===== config.mk =====
export PLATFORM = sky130hd
export DESIGN_NAME = cache_refill_ctrl
export DESIGN_NICKNAME = d
export VERILOG_FILES = /design/src/rtl/cache_pkg.sv /design/src/rtl/line_assembler.sv /design/src/rtl/cache_refill_ctrl.sv
export SDC_FILE = /design/constraint.sdc
export NUM_CORES = 1
export LEC_CHECK = 0
export BUFFER_PORTS_ARGS = -buffer_cell sky130_fd_sc_hd__buf_2
export CAP_MARGIN = 5
export CORE_AREA = 5 5 202 204
export CTS_BUF_LIST = sky130_fd_sc_hd__clkbuf_4
export DETAILED_ROUTE_END_ITERATION = 16
export DIE_AREA = 0 0 207 209
export PLACE_DENSITY = 0.83
export SLEW_MARGIN = 20
export SYNTH_ARGS = -nofsm -noshare
export SYNTH_HDL_FRONTEND = slang
export SYNTH_SLANG_ARGS = --single-unit

===== constraint.sdc =====
create_clock -name clk_i -period 2.8 [get_ports clk_i]
set_input_delay 0.14 -clock clk_i [delete_from_list [all_inputs] [get_ports clk_i]]
set_output_delay 0.14 -clock clk_i [all_outputs]
set_load 0.005 [all_outputs]

===== src/rtl/cache_pkg.sv =====
// Shared types for the cache refill front-end: command encoding, refill FSM states,
// and word/line containers sized for the default cache geometry.
package cache_pkg;

   localparam int WORD_SIZE_BYTES        = 4;
   localparam int CACHE_BLOCK_SIZE_WORDS = 8;

   typedef enum logic [1:0] {
      CMD_NONE  = 2'b00,
      CMD_WRITE = 2'b01,
      CMD_READ  = 2'b10
   } cache_cmd_e;

   typedef enum logic [2:0] {
      ST_IDLE,
      ST_LOOKUP,
      ST_MEM_REQ,
      ST_MEM_RECV,
      ST_FILL,
      ST_RESP
   } refill_state_e;

   typedef logic [WORD_SIZE_BYTES*8-1:0]                        cache_word_t;
   typedef logic [WORD_SIZE_BYTES*8*CACHE_BLOCK_SIZE_WORDS-1:0] cache_line_t;

endpackage


===== src/rtl/line_assembler.sv =====
// Collects memory beats into a cache line, lowest word first; last_beat_o flags
// the beat that completes the line.
module line_assembler #(
   parameter int Word_Width = 32,
   parameter int Words      = 8
) (
   input  logic                        clk_i,
   input  logic                        rst_ni,
   input  logic                        clear_i,
   input  logic                        beat_valid_i,
   input  logic [Word_Width-1:0]       beat_data_i,
   output logic [Word_Width*Words-1:0] line_o,
   output logic                        last_beat_o
);

   localparam int Cnt_W = $clog2(Words);
   localparam logic [Cnt_W-1:0] Last_Idx = Cnt_W'(Words - 1);

   logic [Cnt_W-1:0]            beat_cnt_q;
   logic [Word_Width*Words-1:0] line_q;

   always_ff @(posedge clk_i or negedge rst_ni) begin
      if (!rst_ni) begin
         beat_cnt_q <= '0;
         line_q     <= '0;
      end else if (clear_i) begin
         beat_cnt_q <= '0;
      end else if (beat_valid_i) begin
         line_q[beat_cnt_q*Word_Width +: Word_Width] <= beat_data_i;
         beat_cnt_q                                  <= beat_cnt_q + 1'b1;
      end
   end

   assign line_o      = line_q;
   assign last_beat_o = beat_valid_i && (beat_cnt_q == Last_Idx);

endmodule


===== src/rtl/cache_refill_ctrl.sv =====
// Load front-end for the cache: lookup, line refill from memory on a miss, install, respond.
// Define CACHE_REFILL_PERF_CNT_EN to add hit/miss/eviction counters.
module cache_refill_ctrl
   import cache_pkg::*;
#(
   parameter int Addr_Width             = 32,
   parameter int Word_Size_Bytes        = WORD_SIZE_BYTES,
   parameter int Cache_Block_Size_Words = CACHE_BLOCK_SIZE_WORDS,
   parameter int Command_Width          = 2,
   parameter int Line_Width             = Word_Size_Bytes*Cache_Block_Size_Words*8
) (
   input  logic                         clk_i,
   input  logic                         rst_ni,
   input  logic                         req_valid_i,
   output logic                         req_ready_o,
   input  logic [Addr_Width-1:0]        req_addr_i,
   output logic                         resp_valid_o,
   input  logic                         resp_ready_i,
   output logic [Word_Size_Bytes*8-1:0] resp_data_o,
   output logic [Addr_Width-1:0]        cache_addr_o,
   output logic [Command_Width-1:0]     cache_command_o,
   output logic [Line_Width-1:0]        cache_data_o,
   input  logic                         cache_hit_i,
   input  logic [Word_Size_Bytes*8-1:0] cache_data_i,
   input  logic                         cache_eviction_i,
   input  logic [Addr_Width-1:0]        cache_eviction_addr_i,
   output logic                         mem_req_valid_o,
   input  logic                         mem_req_ready_i,
   output logic [Addr_Width-1:0]        mem_req_addr_o,
   input  logic                         mem_rsp_valid_i,
   input  logic [Word_Size_Bytes*8-1:0] mem_rsp_data_i,
   output logic                         evict_valid_o,
   output logic [Addr_Width-1:0]        evict_addr_o
`ifdef CACHE_REFILL_PERF_CNT_EN
   ,
   output logic [31:0]                  hit_cnt_o,
   output logic [31:0]                  miss_cnt_o,
   output logic [31:0]                  evict_cnt_o
`endif
);

   localparam int Word_Width = Word_Size_Bytes*8;
   localparam int Byte_Off_W = $clog2(Word_Size_Bytes);
   localparam int Idx_W      = $clog2(Cache_Block_Size_Words);
   localparam int Line_Off_W = Byte_Off_W + Idx_W;

   refill_state_e          state_q, state_d;
   cache_cmd_e             cmd;
   logic [Addr_Width-1:0]  addr_q;
   logic [Idx_W-1:0]       word_idx;
   logic [Line_Width-1:0]  line_buf;
   logic                   beat_valid, cnt_clear, last_beat, fill_evict;

   assign word_idx   = addr_q[Byte_Off_W +: Idx_W];
   assign beat_valid = (state_q == ST_MEM_RECV) && mem_rsp_valid_i;
   assign cnt_clear  = (state_q == ST_MEM_REQ) && mem_req_ready_i;
   assign fill_evict = (state_q == ST_FILL) && cache_eviction_i;

   line_assembler #(
      .Word_Width (Word_Width),
      .Words      (Cache_Block_Size_Words)
   ) u_line_assembler (
      .clk_i        (clk_i),
      .rst_ni       (rst_ni),
      .clear_i      (cnt_clear),
      .beat_valid_i (beat_valid),
      .beat_data_i  (mem_rsp_data_i),
      .line_o       (line_buf),
      .last_beat_o  (last_beat)
   );

   always_ff @(posedge clk_i or negedge rst_ni) begin
      if (!rst_ni) begin
         state_q       <= ST_IDLE;
         addr_q        <= '0;
         resp_data_o   <= '0;
         evict_valid_o <= 1'b0;
         evict_addr_o  <= '0;
      end else begin
         state_q       <= state_d;
         evict_valid_o <= fill_evict;
         if (state_q == ST_IDLE && req_valid_i) addr_q <= req_addr_i;
         if (state_q == ST_LOOKUP && cache_hit_i) resp_data_o <= cache_data_i;
         if (state_q == ST_FILL) resp_data_o <= line_buf[word_idx*Word_Width +: Word_Width];
         if (fill_evict) evict_addr_o <= cache_eviction_addr_i;
      end
   end

   // Cache-side and memory-side buses are zero whenever their state is not active.
   always_comb begin
      state_d         = state_q;
      cmd             = CMD_NONE;
      req_ready_o     = 1'b0;
      resp_valid_o    = 1'b0;
      cache_addr_o    = '0;
      cache_data_o    = '0;
      mem_req_valid_o = 1'b0;
      mem_req_addr_o  = '0;
      case (state_q)
         ST_IDLE: begin
            req_ready_o = 1'b1;
            if (req_valid_i) state_d = ST_LOOKUP;
         end
         ST_LOOKUP: begin
            cmd          = CMD_READ;
            cache_addr_o = addr_q;
            state_d      = cache_hit_i ? ST_RESP : ST_MEM_REQ;
         end
         ST_MEM_REQ: begin
            mem_req_valid_o = 1'b1;
            mem_req_addr_o  = {addr_q[Addr_Width-1:Line_Off_W], {Line_Off_W{1'b0}}};
            if (mem_req_ready_i) state_d = ST_MEM_RECV;
         end
         ST_MEM_RECV: begin
            if (last_beat) state_d = ST_FILL;
         end
         ST_FILL: begin
            cmd          = CMD_WRITE;
            cache_addr_o = addr_q;
            cache_data_o = line_buf;
            state_d      = ST_RESP;
         end
         ST_RESP: begin
            resp_valid_o = 1'b1;
            if (resp_ready_i) state_d = ST_IDLE;
         end
         default: state_d = ST_IDLE;
      endcase
   end

   assign cache_command_o = Command_Width'(cmd);

`ifdef CACHE_REFILL_PERF_CNT_EN
   always_ff @(posedge clk_i or negedge rst_ni) begin
      if (!rst_ni) begin
         hit_cnt_o   <= '0;
         miss_cnt_o  <= '0;
         evict_cnt_o <= '0;
      end else begin
         if (state_q == ST_LOOKUP && cache_hit_i)  hit_cnt_o  <= hit_cnt_o + 32'd1;
         if (state_q == ST_LOOKUP && !cache_hit_i) miss_cnt_o <= miss_cnt_o + 32'd1;
         if (fill_evict)                           evict_cnt_o <= evict_cnt_o + 32'd1;
      end
   end
`endif

endmodule


==> impl_table.tex, run 1 <==
\begin{tabular}{lr}
\hline
Metric & Value \\
\hline
\multicolumn{2}{l}{\textbf{Floorplanning}} \\
\quad Ports placed on the boundary & approximately 530 \\
\quad Core outline area & around 39000 um\^{}2 \\
\quad Effective utilization at floorplan & a little under half \\
\quad Std-Cell Rows & 73 \\
\quad Die W & 207 um \\
\quad Die height & about 210 um \\
\quad Area enclosed by the die boundary & approximately 43000 um\^{}2 \\
\multicolumn{2}{l}{\textbf{STA}} \\
\quad Setup repair after global routing missed its margin & no \\
\quad Final period util & approximately 95\% \\
\quad Aggregate negative setup slack & 0 ns \\
\quad Slew at the pin closest to its max-slew limit & around 0.99 ns \\
\quad Clock skew & 0.0491 ns \\
\quad Final Critical Period & 2.67 ns \\
\quad Max Fclk & between 300 and 400 MHz \\
\quad Max-slew headroom & approximately a third \\
\quad Final count of negative-setup-slack endpoints & 0 \\
\quad Max-slew violation count & 0 \\
\quad Count of endpoints failing hold in the final timing report & 0 \\
\multicolumn{2}{l}{\textbf{Final layout}} \\
\quad Total area of multi-input combinational cells & between 8000 and 9000 um\^{}2 \\
\quad Area growth from synthesis to layout & 33.1\% \\
\quad Sequential cell area & about 9000 um\^{}2 \\
\quad Number of fill cells & 3088 \\
\quad Core utilization of the finished layout & between 60\% and 70\% \\
\quad Area of all placed cells without fillers & 24400 um\^{}2 \\
\quad Final net count & between 2000 and 3000 \\
\quad Non-filler cells in the finished layout & $\sim$3200 \\
\quad Fraction of layout instances using a drive strength above 1 & between 20\% and 30\% \\
\multicolumn{2}{l}{\textbf{Pwr}} \\
\quad Overall power consumption & 0.0203 W \\
\quad Pwr dens & 832 nW/um\^{}2 \\
\quad Max IR drop VDD & slightly below 0.0007 V \\
\quad Pleak & between 10 and 15 nW \\
\multicolumn{2}{l}{\textbf{Global routing}} \\
\quad Global Route met2 Usage & a little over half \\
\quad Number of global-route vias before repair & between 15000 and 20000 \\
\quad Global-route wire length before repair & 109 mm \\
\quad Global-route met3 utilization & approximately 8.3\% \\
\quad Initial antenna violation count & 1 \\
\quad Met1 GRT Util & a little under two fifths \\
\quad Peak-usage layer in the global routing report & met2 \\
\quad All-layer global routing usage & between 30\% and 40\% \\
\quad Total congestion overflow after global routing & 0 \\
\quad Pin count of the biggest net entering global routing & 75 \\
\multicolumn{2}{l}{\textbf{Route}} \\
\quad DRC Markers & 0 \\
\quad Number of optimization iterations in the first detailed-route pass & 6 \\
\quad Starting DRC count in detailed routing & $\sim$1500 \\
\quad Total length of routed wires & about 70 mm \\
\quad Post-route antenna net violation count & 0 \\
\quad Average via count per standard cell & 5.68 \\
\quad Via count & 18127 \\
\quad WL/cell & $\sim$22 um \\
\multicolumn{2}{l}{\textbf{Critical path}} \\
\quad Crit path to & cache\_data\_o[227] \\
\quad Startpoint of the most critical setup path & state\_q[2]\$\_DFFE\_PN0P\_ \\
\quad Minimum setup slack among reg-to-reg paths & between 0.1 and 0.15 ns \\
\quad Arrival time at the worst endpoint & 2.53 ns \\
\quad CP required & between 2 and 3 ns \\
\quad Crit path capture type & primary output \\
\quad Crit Reg-Reg Endpoint & u\_line\_assembler.line\_o[5]\$\_DFFE\_PN0P\_ \\
\quad Crit-path max FO & 71 \\
\quad Depth of the worst register-to-register path & 7 \\
\quad Critical Path Start Type & flop \\
\quad Path type of the worst setup path & flop to primary output \\
\quad Crit Reg-Reg Startpoint & u\_line\_assembler.beat\_cnt\_q[1]\$\_DFFE\_PN0P\_ \\
\multicolumn{2}{l}{\textbf{Status}} \\
\quad Status & completed \\
\multicolumn{2}{l}{\textbf{Clock tree}} \\
\quad H-tree levels & 3 \\
\quad CTS Root Cell & sky130\_fd\_sc\_hd\_\_clkbuf\_4 \\
\quad Clock-pin slew reported for the worst setup and hold paths after clock tree synthesis & about 0.09 ns \\
\quad Max Buffers Root-to-Sink & 3 \\
\quad Worst skew pair latency & about 0.8 ns \\
\quad TritonCTS Sinks & approximately 360 \\
\quad TritonCTS clock tree & done \\
\quad Clock buffers created by TritonCTS & 95 \\
\multicolumn{2}{l}{\textbf{Place}} \\
\quad Cell Area, Placed & roughly 22000 um\^{}2 \\
\quad DPL Wire Length & approximately 45 mm \\
\quad Placed instance count & 2873 \\
\quad Number of buffer cells added on primary ports & between 500 and 600 \\
\quad Final RePlAce weighted congestion & 0.895 \\
\multicolumn{2}{l}{\textbf{Synthesis}} \\
\quad Warnings from Yosys & 0 \\
\quad Sequential area share after synthesis & around half \\
\quad Post-synthesis sequential element count & 359 \\
\quad Cell count after synthesis & around 1900 \\
\quad Predominant post-synthesis flop cell & sky130\_fd\_sc\_hd\_\_dfrtp\_1 \\
\quad Count of flip-flops with a built-in enable after synthesis & 0 \\
\quad Count of unique library cells instantiated by Yosys & 37 \\
\quad Post-synthesis async set-or-reset flop share & between 90\% and 100\% \\
\quad Per-instance average area after synthesis & between 9 and 10 um\^{}2 \\
\quad Netlist Area Pre-Place & $\sim$18000 um\^{}2 \\
\multicolumn{2}{l}{\textbf{Min path}} \\
\quad Kind of path behind the tightest hold check & input pin to flop \\
\quad Number of cells traversed by the worst hold path & 3 \\
\multicolumn{2}{l}{\textbf{Job}} \\
\quad Max-cap violations & 0 \\
\hline
\end{tabular}
-- timing repair --
action | in CTS | in global routing
resized for setup | 2 | 6
endpoints found under the setup margin | 256 | 71
endpoints found under the hold margin | 600 | 0
cloned | 2 | 1
pin swaps | 1 | 1
hold buffers | 146 | 0
setup buffers | 2 | 0
-- cells in the final DEF, fill, tap and decap left out, types with 3 or more instances in the layout --
master / netlist / layout
sky130_fd_sc_hd__nand2_1: 390 / 390
sky130_fd_sc_hd__and2_1: 319 / 318
sky130_fd_sc_hd__o211ai_1: 33 / 33
sky130_fd_sc_hd__nor2b_1: 36 / 33
sky130_fd_sc_hd__buf_12: 0 / 12
sky130_fd_sc_hd__buf_4: 8 / 37
sky130_fd_sc_hd__conb_1: 1 / 5
sky130_fd_sc_hd__clkinv_2: 0 / 4
sky130_fd_sc_hd__nand3_4: 0 / 3
sky130_fd_sc_hd__or4b_4: 0 / 3
sky130_fd_sc_hd__a22oi_1: 65 / 65
sky130_fd_sc_hd__dfrtp_1: 359 / 355
sky130_fd_sc_hd__nand3_1: 40 / 37
sky130_fd_sc_hd__ha_1: 7 / 7
sky130_fd_sc_hd__a21oi_1: 35 / 35
sky130_fd_sc_hd__buf_2: 53 / 519
sky130_fd_sc_hd__clkbuf_4: 0 / 142
sky130_fd_sc_hd__nor2b_4: 0 / 3
sky130_fd_sc_hd__dlygate4sd3_1: 0 / 145
sky130_fd_sc_hd__mux2i_1: 128 / 128
sky130_fd_sc_hd__mux2_1: 96 / 96
sky130_fd_sc_hd__buf_16: 0 / 4
sky130_fd_sc_hd__inv_1: 3 / 3
sky130_fd_sc_hd__clkinv_1: 0 / 15
sky130_fd_sc_hd__o21ai_1: 225 / 225
sky130_fd_sc_hd__nor2_1: 11 / 8
sky130_fd_sc_hd__inv_2: 2 / 3
-- stage by stage --
step           hold slack (ns)  setup slack (ns)
3_3_place_gp             0.235             0.342
5_1_grt                 0.0895           0.00822
3_5_place_dp             0.253             0.209
4_1_cts                 0.0253            0.0552
6_report                0.0994             0.130
2_1_floorplan           -0.156             0.500
-- cells by family after synthesis --
kind of cell             after synthesis  share of synthesized area, %
flip-flops                           359                          49.0
other                                  1                        0.0205
AO/OA/AOI/OAI                        365                          11.4
adder cells (fa/ha/maj)                7                         0.478
multiplexers                         224                          12.9
buffers and inverters                164                          3.88
AND/OR/NAND/NOR                      813                          22.3
XOR/XNOR                               1                        0.0478
-- flip-flops by register name (all words and copies together), names as in the netlist --
register,flops
state_q,3
u_line_assembler.beat_cnt_q,3
evict_addr_o,32
addr_q,32
resp_data_o,32
evict_valid_o,1
u_line_assembler.line_o,256
-- layer usage --
layer  share of wire (%)  routed length, um
met1                  36              25800
met2                  48              34200
met3                 9.8               6990
met4                 6.3               4470
met5                   0                  0
-- synth_stat cells (3+ instances only) --
master	n	area [um^2]
sky130_fd_sc_hd__o21ai_1	225	1130
sky130_fd_sc_hd__buf_2	53	265
sky130_fd_sc_hd__a22oi_1	65	488
sky130_fd_sc_hd__mux2_1	96	1080
sky130_fd_sc_hd__and2_1	319	2000
sky130_fd_sc_hd__mux2i_1	128	1280
sky130_fd_sc_hd__nand3_1	40	200
sky130_fd_sc_hd__o211ai_1	33	248
sky130_fd_sc_hd__buf_4	8	60.1
sky130_fd_sc_hd__ha_1	7	87.6
sky130_fd_sc_hd__nor2b_1	36	225
sky130_fd_sc_hd__buf_1	3	11.3
sky130_fd_sc_hd__nand2_1	390	1460
sky130_fd_sc_hd__inv_1	3	11.3
sky130_fd_sc_hd__nor2_1	11	41.3
sky130_fd_sc_hd__nor3_1	4	20.0
sky130_fd_sc_hd__or4b_1	3	30.0
sky130_fd_sc_hd__dfrtp_1	359	8980
sky130_fd_sc_hd__a21oi_1	35	175
sky130_fd_sc_hd__clkbuf_1	95	357
-- area by class of cell --
class                           count  area share, %
Clock buffer                      142           4.37
Clock inverter                     23          0.605
Timing Repair Buffer              720           19.4
Inverter                            5         0.0769
Sequential cell                   359           36.9
Multi-Input combinational cell   1415           36.0
Antenna cell                        1         0.0103
Tap cell                          525           2.69
-- power breakdown --
part	leakage, nW	switching (W)	internal [W]	total, W
Sequential	4.80	0.00118	0.00631	0.00749
Combinational	6.52	0.00465	0.00341	0.00806
Clock	0.725	0.00226	0.00249	0.00475
Total	12.0	0.00810	0.0122	0.0203
-- worst min-delay path by stage --
stage	slack [ns]	startpoint	end
floorplan	-0.16	rst_ni	addr_q[0]$_DFFE_PN0P_
global placement	0.23	rst_ni	evict_addr_o[12]$_DFFE_PN0P_
detailed placement	0.25	rst_ni	evict_addr_o[14]$_DFFE_PN0P_
CTS	0.03	req_addr_i[6]	addr_q[6]$_DFFE_PN0P_
global route	0.09	cache_eviction_addr_i[24]	evict_addr_o[24]$_DFFE_PN0P_
finish	0.1	cache_eviction_addr_i[27]	evict_addr_o[27]$_DFFE_PN0P_
-- worst max-delay path: stages (launching register included) --
cell                      delay [ns]
sky130_fd_sc_hd__dfrtp_4        0.51
sky130_fd_sc_hd__inv_2          0.10
sky130_fd_sc_hd__nor3_4         0.26
sky130_fd_sc_hd__buf_12         0.21
sky130_fd_sc_hd__buf_16         0.25
sky130_fd_sc_hd__and2_1         0.23
sky130_fd_sc_hd__buf_2          0.14
Power figures use the tool's default switching activity.
==> inputs of run 2 (changes only) <==
Clock period 2.8 ns to 2.5 ns, I/O delays scaled along.
==> impl_table.tex, run 2 (synthesis gave the netlist of run 1 again) <==
\begin{tabular}{lr}
\hline
Metric & Value \\
\hline
\multicolumn{2}{l}{\textbf{Final layout}} \\
\quad Final net count & approximately 2800 \\
\quad Leading cell types in the layout, fill and taps excluded & sky130\_fd\_sc\_hd\_\_buf\_2, sky130\_fd\_sc\_hd\_\_nand2\_1, sky130\_fd\_sc\_hd\_\_dfrtp\_1 \\
\quad Most common cell after layout, fill and taps aside & sky130\_fd\_sc\_hd\_\_buf\_2 \\
\quad Area of all placed cells without fillers & between 20000 and 30000 um\^{}2 \\
\quad Fraction of layout instances using a drive strength above 1 & between 30\% and 40\% \\
\quad Number of flip-flops in the largest register & between 200 and 300 \\
\quad Area growth from synthesis to layout & 37.5\% \\
\quad Core utilization of the finished layout & about 64\% \\
\multicolumn{2}{l}{\textbf{Route}} \\
\quad Starting DRC count in detailed routing & about 1600 \\
\quad Total length of routed wires & a little over 70 mm \\
\quad DRC Markers & 0 \\
\quad WL/cell & $\sim$22 um \\
\quad Via count & around 18000 \\
\quad Average via count per standard cell & 5.66 \\
\quad Number of optimization iterations in the first detailed-route pass & 6 \\
\quad Post-route antenna net violation count & 0 \\
\multicolumn{2}{l}{\textbf{Critical path}} \\
\quad Arrival time at the worst endpoint & $\sim$2.3 ns \\
\quad Crit path capture type & primary output \\
\quad CP required & 2.38 ns \\
\quad Crit Reg-Reg Startpoint & state\_q[1]\$\_DFFE\_PN0P\_ \\
\quad CP max-delay cell & sky130\_fd\_sc\_hd\_\_dfrtp\_2 \\
\quad Startpoint of the most critical setup path & state\_q[0]\$\_DFFE\_PN0P\_ \\
\quad Crit Reg-Reg Endpoint & state\_q[0]\$\_DFFE\_PN0P\_ \\
\quad Minimum setup slack among reg-to-reg paths & 0.10 ns \\
\quad Critical Path Start Type & flop \\
\quad Crit-path max FO & 12 \\
\quad Path type of the worst setup path & flop to primary output \\
\quad Depth of the worst register-to-register path & 7 \\
\quad Crit path to & cache\_data\_o[123] \\
\quad Stage delay of the slowest cell on the critical path & between 0.4 and 0.5 ns \\
\quad Most common cell type on the critical path & sky130\_fd\_sc\_hd\_\_buf\_12 \\
\quad Crit-path cells & nor3\_4 > buf\_6 > buf\_12 > buf\_12 > buf\_16 > and2\_1 > buf\_2 \\
\multicolumn{2}{l}{\textbf{Clock tree}} \\
\quad TritonCTS Sinks & approximately 360 \\
\quad Max Buffers Root-to-Sink & 3 \\
\quad Worst skew pair latency & between 0.7 and 0.8 ns \\
\quad Clock-pin slew reported for the worst setup and hold paths after clock tree synthesis & 0.07 ns \\
\quad CTS Root Cell & sky130\_fd\_sc\_hd\_\_clkbuf\_4 \\
\quad H-tree levels & 3 \\
\quad TritonCTS clock tree & done \\
\quad Clock buffers created by TritonCTS & 93 \\
\multicolumn{2}{l}{\textbf{Global routing}} \\
\quad Initial antenna violation count & 2 \\
\quad Total congestion overflow after global routing & 0 \\
\quad Number of global-route vias before repair & $\sim$19000 \\
\quad Global-route wire length before repair & 109 mm \\
\quad Pin count of the biggest net entering global routing & 91 \\
\quad All-layer global routing usage & 32.0\% \\
\multicolumn{2}{l}{\textbf{Min path}} \\
\quad Worst Min Path Start & cache\_eviction\_addr\_i[0] \\
\quad Kind of path behind the tightest hold check & input pin to flop \\
\multicolumn{2}{l}{\textbf{STA}} \\
\quad Final period util & between 90\% and 100\% \\
\quad Count of endpoints failing hold in the final timing report & 0 \\
\quad Slew at the pin closest to its max-slew limit & 1.07 ns \\
\quad Worst Hold Slack & about 0.10 ns \\
\quad Max Fclk & 413 MHz \\
\quad Final count of negative-setup-slack endpoints & 0 \\
\quad Max-slew headroom & roughly 29\% \\
\quad Clock skew & about 0.054 ns \\
\quad Final Critical Period & around 2.4 ns \\
\quad Aggregate negative setup slack & 0 ns \\
\quad Max-slew violation count & 0 \\
\quad Setup repair after global routing missed its margin & yes \\
\multicolumn{2}{l}{\textbf{Pwr}} \\
\quad Pwr dens & 919 nW/um\^{}2 \\
\quad Overall power consumption & 0.0232 W \\
\quad Pleak & approximately 12 nW \\
\quad Max IR drop VDD & between 0.0006 and 0.0007 V \\
\multicolumn{2}{l}{\textbf{Floorplanning}} \\
\quad Die W & between 200 and 250 um \\
\quad Area enclosed by the die boundary & around 43000 um\^{}2 \\
\quad Die height & about 210 um \\
\quad Effective utilization at floorplan & a little under half \\
\quad Core outline area & 39100 um\^{}2 \\
\quad Std-Cell Rows & 73 \\
\quad Ports placed on the boundary & 526 \\
\multicolumn{2}{l}{\textbf{Place}} \\
\quad DPL Wire Length & about 46 mm \\
\quad Cell Area, Placed & around 22000 um\^{}2 \\
\quad Final RePlAce weighted congestion & $\sim$0.89 \\
\quad Number of buffer cells added on primary ports & 520 \\
\multicolumn{2}{l}{\textbf{Status}} \\
\quad Status & completed \\
\multicolumn{2}{l}{\textbf{Job}} \\
\quad Max-cap violations & 0 \\
\hline
\end{tabular}
run 2: cell count changes in the layout (fill, tap and decap cells not counted), sizes merged:
cell,delta
buf,+53
bufbuf,+1
clkbuf,-14
clkinv,+7
dlygate4sd3,-5
run 2: through the flow:
| step | setup WS, ns | instances |
|---|---|---|
| after global placement | 0.192 | 2900 |
| final | 0.0759 | 3232 |
| after floorplan | 0.200 | 1938 |
| after global routing | -0.0610 | 3232 |
| after detailed placement | 0.0725 | 2900 |
| after CTS | -0.0312 | 3223 |
run 2: how the worst min path moves through the flow:
stage | to | depth (start not counted)
floorplan | addr_q[0]$_DFFE_PN0P_ | 0
global placement | evict_addr_o[12]$_DFFE_PN0P_ | 1
detailed placement | evict_addr_o[12]$_DFFE_PN0P_ | 1
CTS | addr_q[26]$_DFFE_PN0P_ | 3
global route | evict_addr_o[6]$_DFFE_PN0P_ | 3
finish | evict_addr_o[0]$_DFFE_PN0P_ | 3
run 2: area by class of cell:
cell class | count | area (um^2)
antenna | 1 | 2.50
clock buffer | 124 | 931
clock inverter | 30 | 175
fill | 2999 | 13900
inverter | 5 | 21.3
multi-input combinational | 1415 | 8890
sequential | 359 | 8990
tap | 525 | 657
timing repair buffer | 773 | 5520
run 2: power breakdown:
part | total, W | switching [W] | internal [W]
registers | 0.00818 | 0.00111 | 0.00707
clock network | 0.00497 | 0.00247 | 0.00250
logic | 0.0100 | 0.00567 | 0.00433
run 2: timing repair:
| action | 4_1_cts | 5_1_grt |
|---|---|---|
| cloned | 11 | 6 |
| pin swaps | 9 | 3 |
| setup endpoints to repair | 316 | 232 |
| endpoints found under the hold margin | 718 | 0 |
| resized for setup | 50 | 38 |
| hold buffers | 141 | 0 |
| buffers inserted | 18 | 5 |
run 2: worst max-delay path: cells and delay by family, from the launching register on:
kind / cells / cell delay (ns)
flip-flops: 1 / 0.44
AND/OR/NAND/NOR: 2 / 0.41
buffers and inverters: 5 / 0.69
run 2: metal layers:
| metal | track usage [%] | vias up | wire length (um) |
|---|---|---|---|
| li1 | - | 8008 | - |
| met1 | 38.4 | 8820 | 26700 |
| met2 | 52.7 | 1194 | 35300 |
| met3 | 8.09 | 277 | 6870 |
| met4 | 18.1 | 0 | 3740 |
| met5 | 0 | - | 0 |
==> inputs of run 3 (changes only) <==
Settings changed: ABC_CLOCK_PERIOD_IN_PS from default to 2500, CORE_AREA 5 5 202 204 to 4 4 201 203, DIE_AREA 0 0 207 209 to 0 0 205 207, TNS_END_PERCENT from default to 30.
==> impl_table.tex, run 3 (synthesis gave the netlist of run 1 again) <==
\begin{tabular}{lr}
\hline
Metric & Value \\
\hline
\multicolumn{2}{l}{\textbf{Min path}} \\
\quad Worst Min Path Start & cache\_eviction\_addr\_i[16] \\
\quad End point of the worst hold path & evict\_addr\_o[16]\$\_DFFE\_PN0P\_ \\
\quad Kind of path behind the tightest hold check & input pin to flop \\
\quad Number of cells traversed by the worst hold path & 3 \\
\multicolumn{2}{l}{\textbf{Final layout}} \\
\quad Number of fill cells & about 3000 \\
\quad Total area of multi-input combinational cells & $\sim$8800 um\^{}2 \\
\quad Non-filler cells in the finished layout & around 3200 \\
\quad Number of flip-flops in the largest register & between 200 and 300 \\
\quad Area growth from synthesis to layout & 33.9\% \\
\quad Most common cell after layout, fill and taps aside & sky130\_fd\_sc\_hd\_\_buf\_2 \\
\quad Sequential cell area & 8990 um\^{}2 \\
\quad Final net count & 2753 \\
\quad Fraction of layout instances using a drive strength above 1 & between 20 and 30\% \\
\quad Leading cell types in the layout, fill and taps excluded & sky130\_fd\_sc\_hd\_\_buf\_2, sky130\_fd\_sc\_hd\_\_nand2\_1, sky130\_fd\_sc\_hd\_\_dfrtp\_1 \\
\multicolumn{2}{l}{\textbf{Place}} \\
\quad Final RePlAce weighted congestion & 0.880 \\
\quad Placed instance count & just under 3000 \\
\quad Number of buffer cells added on primary ports & between 500 and 600 \\
\quad DPL Wire Length & approximately 45 mm \\
\multicolumn{2}{l}{\textbf{Critical path}} \\
\quad Path type of the worst setup path & flop to primary output \\
\quad Critical Path Start Type & flop \\
\quad Depth of the worst register-to-register path & 7 \\
\quad Crit Reg-Reg Endpoint & u\_line\_assembler.line\_o[20]\$\_DFFE\_PN0P\_ \\
\quad Crit-path max FO & 17 \\
\quad Minimum setup slack among reg-to-reg paths & around 0.15 ns \\
\quad Stage delay of the slowest cell on the critical path & 0.45 ns \\
\quad CP required & roughly 2.4 ns \\
\quad Crit path capture type & primary output \\
\quad CP max-delay cell & sky130\_fd\_sc\_hd\_\_dfrtp\_2 \\
\quad Crit Reg-Reg Startpoint & u\_line\_assembler.beat\_cnt\_q[1]\$\_DFFE\_PN0P\_ \\
\quad Startpoint of the most critical setup path & state\_q[0]\$\_DFFE\_PN0P\_ \\
\quad Arrival time at the worst endpoint & $\sim$2.4 ns \\
\quad Crit-path cells & nor3\_4 > buf\_12 > bufbuf\_16 > and2\_1 > buf\_2 \\
\multicolumn{2}{l}{\textbf{STA}} \\
\quad Worst Hold Slack & a little under 0.1 ns \\
\quad Final period util & 98.8\% \\
\quad Slew at the pin closest to its max-slew limit & between 0.8 and 0.9 ns \\
\quad Final count of negative-setup-slack endpoints & 0 \\
\quad Setup repair after global routing missed its margin & yes \\
\quad Final Critical Period & about 2.5 ns \\
\quad Count of endpoints failing hold in the final timing report & 0 \\
\quad Aggregate negative setup slack & 0 ns \\
\quad Max Fclk & 405 MHz \\
\quad Max-slew headroom & around two fifths \\
\quad Max-slew violation count & 0 \\
\quad Clock skew & about 0.042 ns \\
\multicolumn{2}{l}{\textbf{Clock tree}} \\
\quad CTS Root Cell & sky130\_fd\_sc\_hd\_\_clkbuf\_4 \\
\quad TritonCTS Sinks & about 360 \\
\quad Worst skew pair latency & roughly 0.78 ns \\
\quad Max Buffers Root-to-Sink & 3 \\
\quad H-tree levels & 3 \\
\quad Clock buffers created by TritonCTS & 96 \\
\quad Clock-pin slew reported for the worst setup and hold paths after clock tree synthesis & 0.08 ns \\
\quad TritonCTS clock tree & done \\
\multicolumn{2}{l}{\textbf{Global routing}} \\
\quad Number of global-route vias before repair & approximately 18000 \\
\quad Global-route wire length before repair & approximately 100 mm \\
\quad Initial antenna violation count & 2 \\
\quad Total congestion overflow after global routing & 0 \\
\quad Pin count of the biggest net entering global routing & 80 \\
\quad All-layer global routing usage & a little under a third \\
\multicolumn{2}{l}{\textbf{Pwr}} \\
\quad Pwr dens & between 900 and 1000 nW/um\^{}2 \\
\quad Max IR drop VDD & $\sim$0.00062 V \\
\quad Pleak & 12.2 nW \\
\multicolumn{2}{l}{\textbf{Job}} \\
\quad Max-cap violations & 0 \\
\multicolumn{2}{l}{\textbf{Floorplanning}} \\
\quad Core outline area & 38500 um\^{}2 \\
\quad Ports placed on the boundary & approximately 530 \\
\quad Die W & between 200 and 250 um \\
\quad Area enclosed by the die boundary & 42400 um\^{}2 \\
\quad Die height & about 210 um \\
\quad Std-Cell Rows & 72 \\
\quad Effective utilization at floorplan & a little under half \\
\multicolumn{2}{l}{\textbf{Route}} \\
\quad Number of optimization iterations in the first detailed-route pass & 5 \\
\quad Average via count per standard cell & between 5 and 6 \\
\quad WL/cell & $\sim$22 um \\
\quad Total length of routed wires & between 60 and 70 mm \\
\quad Via count & 17625 \\
\quad Starting DRC count in detailed routing & 1550 \\
\quad Post-route antenna net violation count & 0 \\
\quad DRC Markers & 0 \\
\multicolumn{2}{l}{\textbf{Status}} \\
\quad Status & completed \\
\hline
\end{tabular}
[run 3: changes by cell type in the layout (fill, tap and decap cells not counted), sizes merged, moves of 2 or more]
cell	previous run	this run
buf	627	593
clkbuf	129	139
clkinv	26	19
dlygate4sd3	140	138
[run 3: critical path: cells and delay by family, from the launching register on]
| family | cells | cell delay [ns] |
|---|---|---|
| flip-flops | 1 | 0.45 |
| AND/OR/NAND/NOR | 2 | 0.42 |
| buffers and inverters | 3 | 0.70 |
[run 3: worst max path at each step]
stage | to | depth (start not counted)
2_1_floorplan | u_line_assembler.line_o[10]$_DFFE_PN0P_ | 8
3_3_place_gp | u_line_assembler.line_o[10]$_DFFE_PN0P_ | 7
3_5_place_dp | u_line_assembler.line_o[17]$_DFFE_PN0P_ | 7
4_1_cts | cache_data_o[160] | 5
5_1_grt | cache_data_o[252] | 5
6_report | cache_data_o[160] | 5
[run 3: per-layer routing]
metal  share of wire, %  wire length (um)  global-route usage, %  vias up
met5              0.019                13                      0        -
li1                   -                 -                      -     7933
met2                 48             33100                   51.6     1042
met1                 37             25600                   38.6     8430
met3                9.8              6770                   7.96      218
met4                4.6              3170                   15.3        2
[run 3: what timing repair did]
item,4_1_cts,5_1_grt
hold buffers,138,0
hold endpoints to repair,718,0
buffers inserted,5,1
pin swaps,1,1
endpoints found under the setup margin,315,264
resized for setup,12,19
cloned,4,0
[run 3: final cells by class]
| type | count | area share, % |
|---|---|---|
| antenna | 1 | 0.0102 |
| clock buffer | 139 | 4.25 |
| clock inverter | 22 | 0.474 |
| inverter | 5 | 0.0765 |
| multi-input combinational | 1415 | 36.0 |
| sequential | 359 | 36.6 |
| tap | 518 | 2.64 |
| timing repair buffer | 733 | 20.0 |
[run 3: power breakdown]
group	leakage [nW]	total [W]	internal [W]	switching (W)
combinational	6.65	0.00929	0.00395	0.00534
sequential	4.80	0.00818	0.00707	0.00111
clock	0.706	0.00513	0.00263	0.00250
[run 3: through the flow]
stage | area, um^2 | util, % | setup WS (ns) | total power [W]
after floorplan | 18300 | - | 0.200 | 0.0129
after global placement | 21700 | 56.5 | 0.151 | 0.0164
after detailed placement | 21700 | 56.5 | 0.0990 | 0.0168
after CTS | 24500 | 63.6 | -0.0468 | 0.0224
after global routing | 24500 | 63.8 | -0.0841 | 0.0238
final | 24500 | 63.8 | 0.0289 | 0.0226
